[config.mk]
export PLATFORM = sky130hd
export DESIGN_NAME = mdio_master
export DESIGN_NICKNAME = d
export VERILOG_FILES = /design/src/rtl/mdio_pkg.sv /design/src/rtl/mdio_tick.sv /design/src/rtl/mdio_master.sv
export SDC_FILE = /design/constraint.sdc
export NUM_CORES = 1
export LEC_CHECK = 0
export BUFFER_PORTS_ARGS = -buffer_cell sky130_fd_sc_hd__buf_2
export CAP_MARGIN = 20
export CORE_MARGIN = 2
export CORE_UTILIZATION = 50
export CTS_CLUSTER_SIZE = 24
export DETAILED_ROUTE_END_ITERATION = 6
export GPL_ROUTABILITY_DRIVEN = 0
export PLACE_DENSITY = 0.7
export SETUP_SLACK_MARGIN = 0.3
export SYNTH_ARGS = -nofsm -noshare
export SYNTH_HDL_FRONTEND = slang
export SYNTH_SLANG_ARGS = --single-unit
[constraint.sdc]
create_clock -name clk -period 3.65 [get_ports clk]
set_input_delay 0.9125 -clock clk [delete_from_list [all_inputs] [get_ports clk]]
set_output_delay 0.9125 -clock clk [all_outputs]
set_load 0.02 [all_outputs]
[src/rtl/mdio_pkg.sv]
// Shared types and frame constants for the Clause 22 MDIO master.
package mdio_pkg;

   typedef enum logic [2:0] {
      S_IDLE,
      S_PRE,
      S_HDR,
      S_TA,
      S_DATA,
      S_END
   } state_e;

   localparam logic [1:0] OP_WRITE = 2'b01;
   localparam logic [1:0] OP_READ  = 2'b10;
   localparam logic [1:0] ST       = 2'b01;

   localparam int PRE_BITS   = 32;
   localparam int FRAME_BITS = 64;
   localparam int TA_BIT     = PRE_BITS + 14;
   localparam int DATA_BIT   = TA_BIT + 2;

   // Reads leave TA and DATA as ones so the line idles high if ever driven.
   function automatic logic [FRAME_BITS-1:0] build_frame(
      input logic        wr,
      input logic [4:0]  pa,
      input logic [4:0]  ra,
      input logic [15:0] wd
   );
      build_frame = {{PRE_BITS{1'b1}}, ST,
                     wr ? OP_WRITE : OP_READ,
                     pa, ra,
                     wr ? 2'b10 : 2'b11,
                     wr ? wd : 16'hFFFF};
   endfunction

   function automatic state_e phase_of(input logic [6:0] b);
      if (b < 7'(PRE_BITS)) begin
         return S_PRE;
      end else if (b < 7'(TA_BIT)) begin
         return S_HDR;
      end else if (b < 7'(DATA_BIT)) begin
         return S_TA;
      end else if (b < 7'(FRAME_BITS)) begin
         return S_DATA;
      end
      return S_END;
   endfunction

endpackage

[src/rtl/mdio_tick.sv]
// MDC half-period tick generator; counts only while a frame is in flight.
module mdio_tick #(
   parameter int CLK_DIV = 25
) (
   input  logic clk,
   input  logic rst,
   input  logic en_i,
   output logic tick_o,
   output logic early_o
);

   localparam int CW = (CLK_DIV > 2) ? $clog2(CLK_DIV) : 1;

   logic [CW-1:0] cnt_q;
   logic [CW-1:0] cnt_d;

   assign tick_o  = (cnt_q == CW'(CLK_DIV - 1));
   assign early_o = (cnt_q == CW'(CLK_DIV - 2));
   assign cnt_d   = tick_o ? '0 : cnt_q + CW'(1);

   always_ff @(posedge clk) begin
      if (rst || !en_i) begin
         cnt_q <= '0;
      end else begin
         cnt_q <= cnt_d;
      end
   end

endmodule

[src/rtl/mdio_master.sv]
// Clause 22 MDIO master: one read or write frame per accepted command.
module mdio_master
   import mdio_pkg::*;
#(
   parameter int CLK_DIV    = 25,
   parameter int PHY_ADDR_W = 5
) (
   input  logic                  clk,
   input  logic                  rst,
   input  logic                  cmd_valid,
   output logic                  cmd_ready,
   input  logic                  cmd_write,
   input  logic [PHY_ADDR_W-1:0] cmd_phyaddr,
   input  logic [PHY_ADDR_W-1:0] cmd_regaddr,
   input  logic [15:0]           cmd_wdata,
   output logic                  rsp_valid,
   output logic [15:0]           rsp_rdata,
   output logic                  rsp_err,
   output logic                  busy,
   output logic                  mdc,
   output logic                  mdio_o,
   output logic                  mdio_oe,
   input  logic                  mdio_i
);

   state_e                state_q;
   logic [6:0]            bit_q;
   logic [6:0]            bit_d;
   logic [FRAME_BITS-1:0] sh_q;
   logic [FRAME_BITS-1:0] frame_d;
   logic                  mdc_q;
   logic                  mdo_q;
   logic                  oe_q;
   logic                  wr_q;
   logic                  err_q;
   logic [15:0]           rd_q;
   logic                  rv_q;
   logic [15:0]           rdata_q;
   logic                  rerr_q;
   logic                  tick;
   logic                  early;

   assign frame_d = build_frame(cmd_write, cmd_phyaddr,
                                cmd_regaddr, cmd_wdata);
   assign bit_d   = bit_q + 7'd1;

   assign busy      = (state_q != S_IDLE);
   assign cmd_ready = !busy && !rst;
   assign rsp_valid = rv_q;
   assign rsp_rdata = rdata_q;
   assign rsp_err   = rerr_q;
   assign mdc       = mdc_q;
   assign mdio_o    = mdo_q;
   assign mdio_oe   = oe_q;

   mdio_tick #(
      .CLK_DIV (CLK_DIV)
   ) u_tick (
      .clk     (clk),
      .rst     (rst),
      .en_i    (busy),
      .tick_o  (tick),
      .early_o (early)
   );

   always_ff @(posedge clk) begin
      if (rst) begin
         state_q <= S_IDLE;
         bit_q   <= '0;
         sh_q    <= '0;
         mdc_q   <= 1'b0;
         mdo_q   <= 1'b1;
         oe_q    <= 1'b0;
         wr_q    <= 1'b0;
         err_q   <= 1'b0;
         rd_q    <= '0;
         rv_q    <= 1'b0;
         rdata_q <= '0;
         rerr_q  <= 1'b0;
      end else begin
         rv_q <= 1'b0;
         unique case (state_q)
            S_IDLE: begin
               mdc_q <= 1'b0;
               oe_q  <= 1'b0;
               mdo_q <= 1'b1;
               if (cmd_valid) begin
                  state_q <= S_PRE;
                  bit_q   <= '0;
                  wr_q    <= cmd_write;
                  err_q   <= 1'b0;
                  mdo_q   <= frame_d[FRAME_BITS-1];
                  sh_q    <= {frame_d[FRAME_BITS-2:0], 1'b0};
                  oe_q    <= 1'b1;
               end
            end
            // END keeps MDC low and finishes one cycle early so the
            // IDLE/accept cycle completes the last bit period.
            S_END: begin
               if (tick) begin
                  bit_q <= bit_d;
               end else if (early && bit_q == 7'(FRAME_BITS + 1)) begin
                  state_q <= S_IDLE;
                  rv_q    <= 1'b1;
                  rdata_q <= wr_q ? 16'h0000 : rd_q;
                  rerr_q  <= wr_q ? 1'b0 : err_q;
               end
            end
            default: begin
               if (tick && !mdc_q) begin
                  mdc_q <= 1'b1;
                  if (state_q == S_TA && bit_q[0]) begin
                     err_q <= mdio_i;
                  end
                  if (state_q == S_DATA) begin
                     rd_q <= {rd_q[14:0], mdio_i};
                  end
               end else if (tick) begin
                  mdc_q   <= 1'b0;
                  bit_q   <= bit_d;
                  state_q <= phase_of(bit_d);
                  if (bit_d == 7'(FRAME_BITS)) begin
                     oe_q  <= 1'b0;
                     mdo_q <= 1'b1;
                  end else begin
                     mdo_q <= sh_q[FRAME_BITS-1];
                     sh_q  <= {sh_q[FRAME_BITS-2:0], 1'b0};
                     oe_q  <= wr_q || (bit_d < 7'(TA_BIT));
                  end
               end
            end
         endcase
      end
   end

endmodule
==> results.txt <==
----------------------------------------------------
[Routing]
  DRC violations left ... 0
  Number of routed nets with antenna violations ... 0
  Per-cell routed wire length ... 13.8 um
  Pre-antenna DRT Iters ... 4
  Vias ... 4210
  DRT iter0 DRCs ... 188
  Final wirelength ... 10400 um
  Routed via count divided by cell count ... 5.57

[Clock tree]
  H-Tree Level Count ... 4
  Total of hold buffers inserted after clock tree synthesis ... 0
  Post-CTS setup buffers ... 0
  Total CTS buffers ... 17
  CTS root buffer ... sky130_fd_sc_hd__clkbuf_8
  Buffers from clock root to sink, at most ... 2
  Clock Sinks ... 117
  Clock tree from TritonCTS ... yes
  Skew-Pair Late Insertion Delay ... 0.51 ns
  Clock-pin slew reported for the worst setup and hold paths after clock tree synthesis ... approximately 0.060 ns
  Number of gates resized after cts ... 0

[Synthesis]
  Register area share after synthesis ... 47.4%
  Synth async-reset ratio ... 0%
  Mapped Area ... 4940 um^2
  Post-synth EDFFs ... 0
  Cell variety after synth ... 52
  Avg Inst Size Synth ... between 8 and 9 um^2
  Syn nets ... 616
  Instance count of the mapped netlist ... 581
  Yosys warns ... 0
  Number of synthesized register bits ... about 120
  Top flip-flop cell by instance count after synthesis ... sky130_fd_sc_hd__dfxtp_1

[Timing]
  Unrepaired setup endpoints after global routing ... false
  Crit share post-route ... 77.1%
  Number of slew-limit violations in the final report ... 0
  Highest clock rate ... 0.355 GHz
  Final setup vio count ... 0
  Sum of negative setup slack ... 0 ns
  Worst slew margin ... 40.5%
  Worst Skew ... 0.0165 ns
  Final Hold Viols ... 0
  Slew @ Worst Pin ... 0.892 ns
  Fin Hold WS ... 0.448 ns
  Final period demand of the worst path ... 2.81 ns

[GRT]
  GRT Util Overall ... 20.5%
  Pin count of the biggest net entering global routing ... 86
  Final global-route overflow total ... 0
  Wire length of the first global-routing pass ... approximately 17000 um
  Number of global-route vias before repair ... 3831
  Antenna violations before repair ... 0

[Worst setup path]
  Worst setup path category ... reg -> reg
  Biggest fanout along the worst timing path ... 18
  Critical R2R Capture ... sh_q[7]
  Kind of capture point of the worst setup path ... flop
  Depth of the most critical reg-to-reg path ... 9
  Startpoint of the lowest-slack register-to-register path ... bit_q[0]
  Worst reg2reg setup slack ... 0.84 ns
  Startpoint kind of the worst setup timing path ... flop
  Required time of the critical path ... roughly 4.1 ns
  Data arrival time of the worst path ... 3.25 ns

[Hold path]
  End point of the worst hold path ... sh_q[62]
  Origin of the worst min-delay path ... sh_q[61]
  Hold path depth ... 2
  Tightest Hold Check Type ... reg -> reg

[Final layout]
  Combined flip-flop and latch cell area ... 2340 um^2
  Number of fillers in the final layout ... 849
  Synth-to-layout area growth ... 17.4%
  Number of diodes added for antenna fixing ... 0
  Layout cells sized above 1 ... approximately 16%
  Combined area of the multi-input logic cells ... 2340 um^2
  Post-layout nets ... 645

[Power and ir drop]
  Clk network pwr share ... 50.1%
  Power density normalized to cell area ... 564 nW/um^2
  Pleak ... 2.19 nW
  Sequential share of power ... 42.4%
  Net switching share of the total power ... 24.1%
  Portion of total power attributed to combinational logic ... around 7.5%
  Peak supply drop ... 0.000291 V
  Switching power ... 0.788 mW
  Internal power component ... 2.48 mW

[Run status]
  Outcome ... finished clean

[Placed design]
  Hpwl dp ... 6410 um
  Port-buffer cells ... 53

[Floorplan]
  Die Outline Area ... 10700 um^2
  DIE WIDTH ... 103 um
  Initial core utilization ... 51.0%
  I/O pin cnt ... between 50 and 60
  Height of the die ... 103 um
  Standard-cell row count ... 36
  Area of the core ... about 9700 um^2

[Run]
  Count of maximum capacitance violations ... 0

----------------------------------------------------
==> how the worst max path moves through the flow <==
stage	startpoint	end	slack, ns	cells past startpoint
floorplan	rst	cmd_ready	0.90	4
global placement	bit_q[0]	sh_q[1]	1.02	9
global route	bit_q[0]	sh_q[3]	0.51	9
CTS	bit_q[0]	sh_q[7]	0.83	9
finish	bit_q[0]	sh_q[7]	0.84	9
detailed placement	bit_q[0]	sh_q[1]	0.89	9
==> cell usage after synthesis (all sizes together), types with 2 or more instances <==
cell / instances / share of area [%]
o21ai: 41 / 4.2
inv: 8 / 0.61
nand2b: 3 / 0.38
nor2b: 4 / 0.66
nand2: 85 / 6.5
mux2i: 17 / 3.4
o211ai: 17 / 2.7
a21oi: 67 / 6.8
o22ai: 2 / 0.25
nor2: 53 / 4.0
buf: 19 / 2.4
and3: 2 / 0.25
clkbuf: 32 / 2.4
a311oi: 13 / 2.3
and2: 6 / 0.76
a31oi: 4 / 0.51
a22o: 17 / 3.0
nand3: 11 / 1.1
dfxtp: 117 / 47
o21a: 3 / 0.46
or3: 4 / 0.51
nor3: 6 / 0.84
a211oi: 4 / 0.61
xnor2: 2 / 0.35
xor2: 3 / 0.53
ha: 4 / 1.0
nand3b: 20 / 3.0
==> cells in the final DEF, fill, tap and decap left out, types with 4 or more instances in the layout <==
master / synthesis / final
sky130_fd_sc_hd__a22o_1: 17 / 17
sky130_fd_sc_hd__a21oi_1: 67 / 67
sky130_fd_sc_hd__a311oi_1: 13 / 13
sky130_fd_sc_hd__or3_1: 4 / 4
sky130_fd_sc_hd__nor2_1: 53 / 53
sky130_fd_sc_hd__nand3b_1: 20 / 20
sky130_fd_sc_hd__o211ai_1: 16 / 16
sky130_fd_sc_hd__clkbuf_16: 0 / 16
sky130_fd_sc_hd__buf_2: 10 / 53
sky130_fd_sc_hd__ha_1: 4 / 4
sky130_fd_sc_hd__nand2_1: 85 / 85
sky130_fd_sc_hd__mux2i_1: 17 / 17
sky130_fd_sc_hd__nor3_1: 5 / 4
sky130_fd_sc_hd__a211oi_1: 4 / 4
sky130_fd_sc_hd__inv_1: 7 / 7
sky130_fd_sc_hd__and2_1: 5 / 5
sky130_fd_sc_hd__dfxtp_1: 117 / 117
sky130_fd_sc_hd__clkinv_4: 0 / 4
sky130_fd_sc_hd__nand3_1: 11 / 11
sky130_fd_sc_hd__buf_4: 3 / 8
sky130_fd_sc_hd__o21ai_0: 41 / 41
sky130_fd_sc_hd__a31oi_1: 4 / 4
==> routing by layer <==
metal  track usage [%]  routed length [um]
met5                 0                   0
met4              7.79                 118
met3              5.71                 404
met2              34.8                5050
met1              24.7                4870
==> power by group through the flow <==
stage	sequential [mW]	combinational (mW)	clock (mW)
after floorplan	1.40	0.192	0
after global placement	1.41	0.236	0
after detailed placement	1.41	0.245	0
after CTS	1.39	0.246	1.67
after global routing	1.40	0.278	1.73
final	1.39	0.246	1.64
==> registers in the layout, indices dropped and copies added (netlist names) <==
signal / cells
bit_q: 7
err_q: 1
mdc: 1
mdio_o: 1
mdio_oe: 1
rd_q: 16
rsp_err: 1
rsp_rdata: 16
rsp_valid: 1
sh_q: 63
state_q: 3
u_tick.cnt_q: 5
wr_q: 1
==> cell type report <==
type | instances | share of cell area (%)
sequential | 117 | 40.4
clock inverter | 15 | 3.10
tap | 133 | 2.87
multi-input combinational | 404 | 40.3
inverter | 9 | 0.582
timing repair buffer | 61 | 5.61
clock buffer | 17 | 7.14
==> metrics by stage <==
stage / cell area (um^2) / util (%) / setup slack [ns] / power [mW] / std cells
3_3_place_gp: 5210 / 53.8 / 1.02 / 1.65 / 724
2_1_floorplan: 4940 / - / 0.902 / 1.59 / 581
3_5_place_dp: 5210 / 53.8 / 0.888 / 1.66 / 724
6_report: 5800 / 59.9 / 0.835 / 3.27 / 756
4_1_cts: 5800 / 59.9 / 0.834 / 3.30 / 756
5_1_grt: 5800 / 59.9 / 0.511 / 3.40 / 756
==> kinds of logic after synthesis <==
logic type	share of synthesized area, %
DFF	47.4
and+or+nand+nor	19.6
AOI/OAI and AO/OA	22.1
muxes	3.44
adders and majority gates	1.01
buffers and inverters	5.49
xor gates and xnor gates	0.886
==> critical path: stages (launching register included) <==
cell and delay [ns]:
sky130_fd_sc_hd__dfxtp_1 0.52, sky130_fd_sc_hd__ha_1 0.41, sky130_fd_sc_hd__and3_1 0.31, sky130_fd_sc_hd__nand3_1 0.17, sky130_fd_sc_hd__o311ai_2 0.29, sky130_fd_sc_hd__buf_4 0.25, sky130_fd_sc_hd__and2_1 0.38, sky130_fd_sc_hd__buf_4 0.23
sky130_fd_sc_hd__nand2_1 0.06, sky130_fd_sc_hd__a21oi_1 0.13
(Power assumes the default switching activity.)
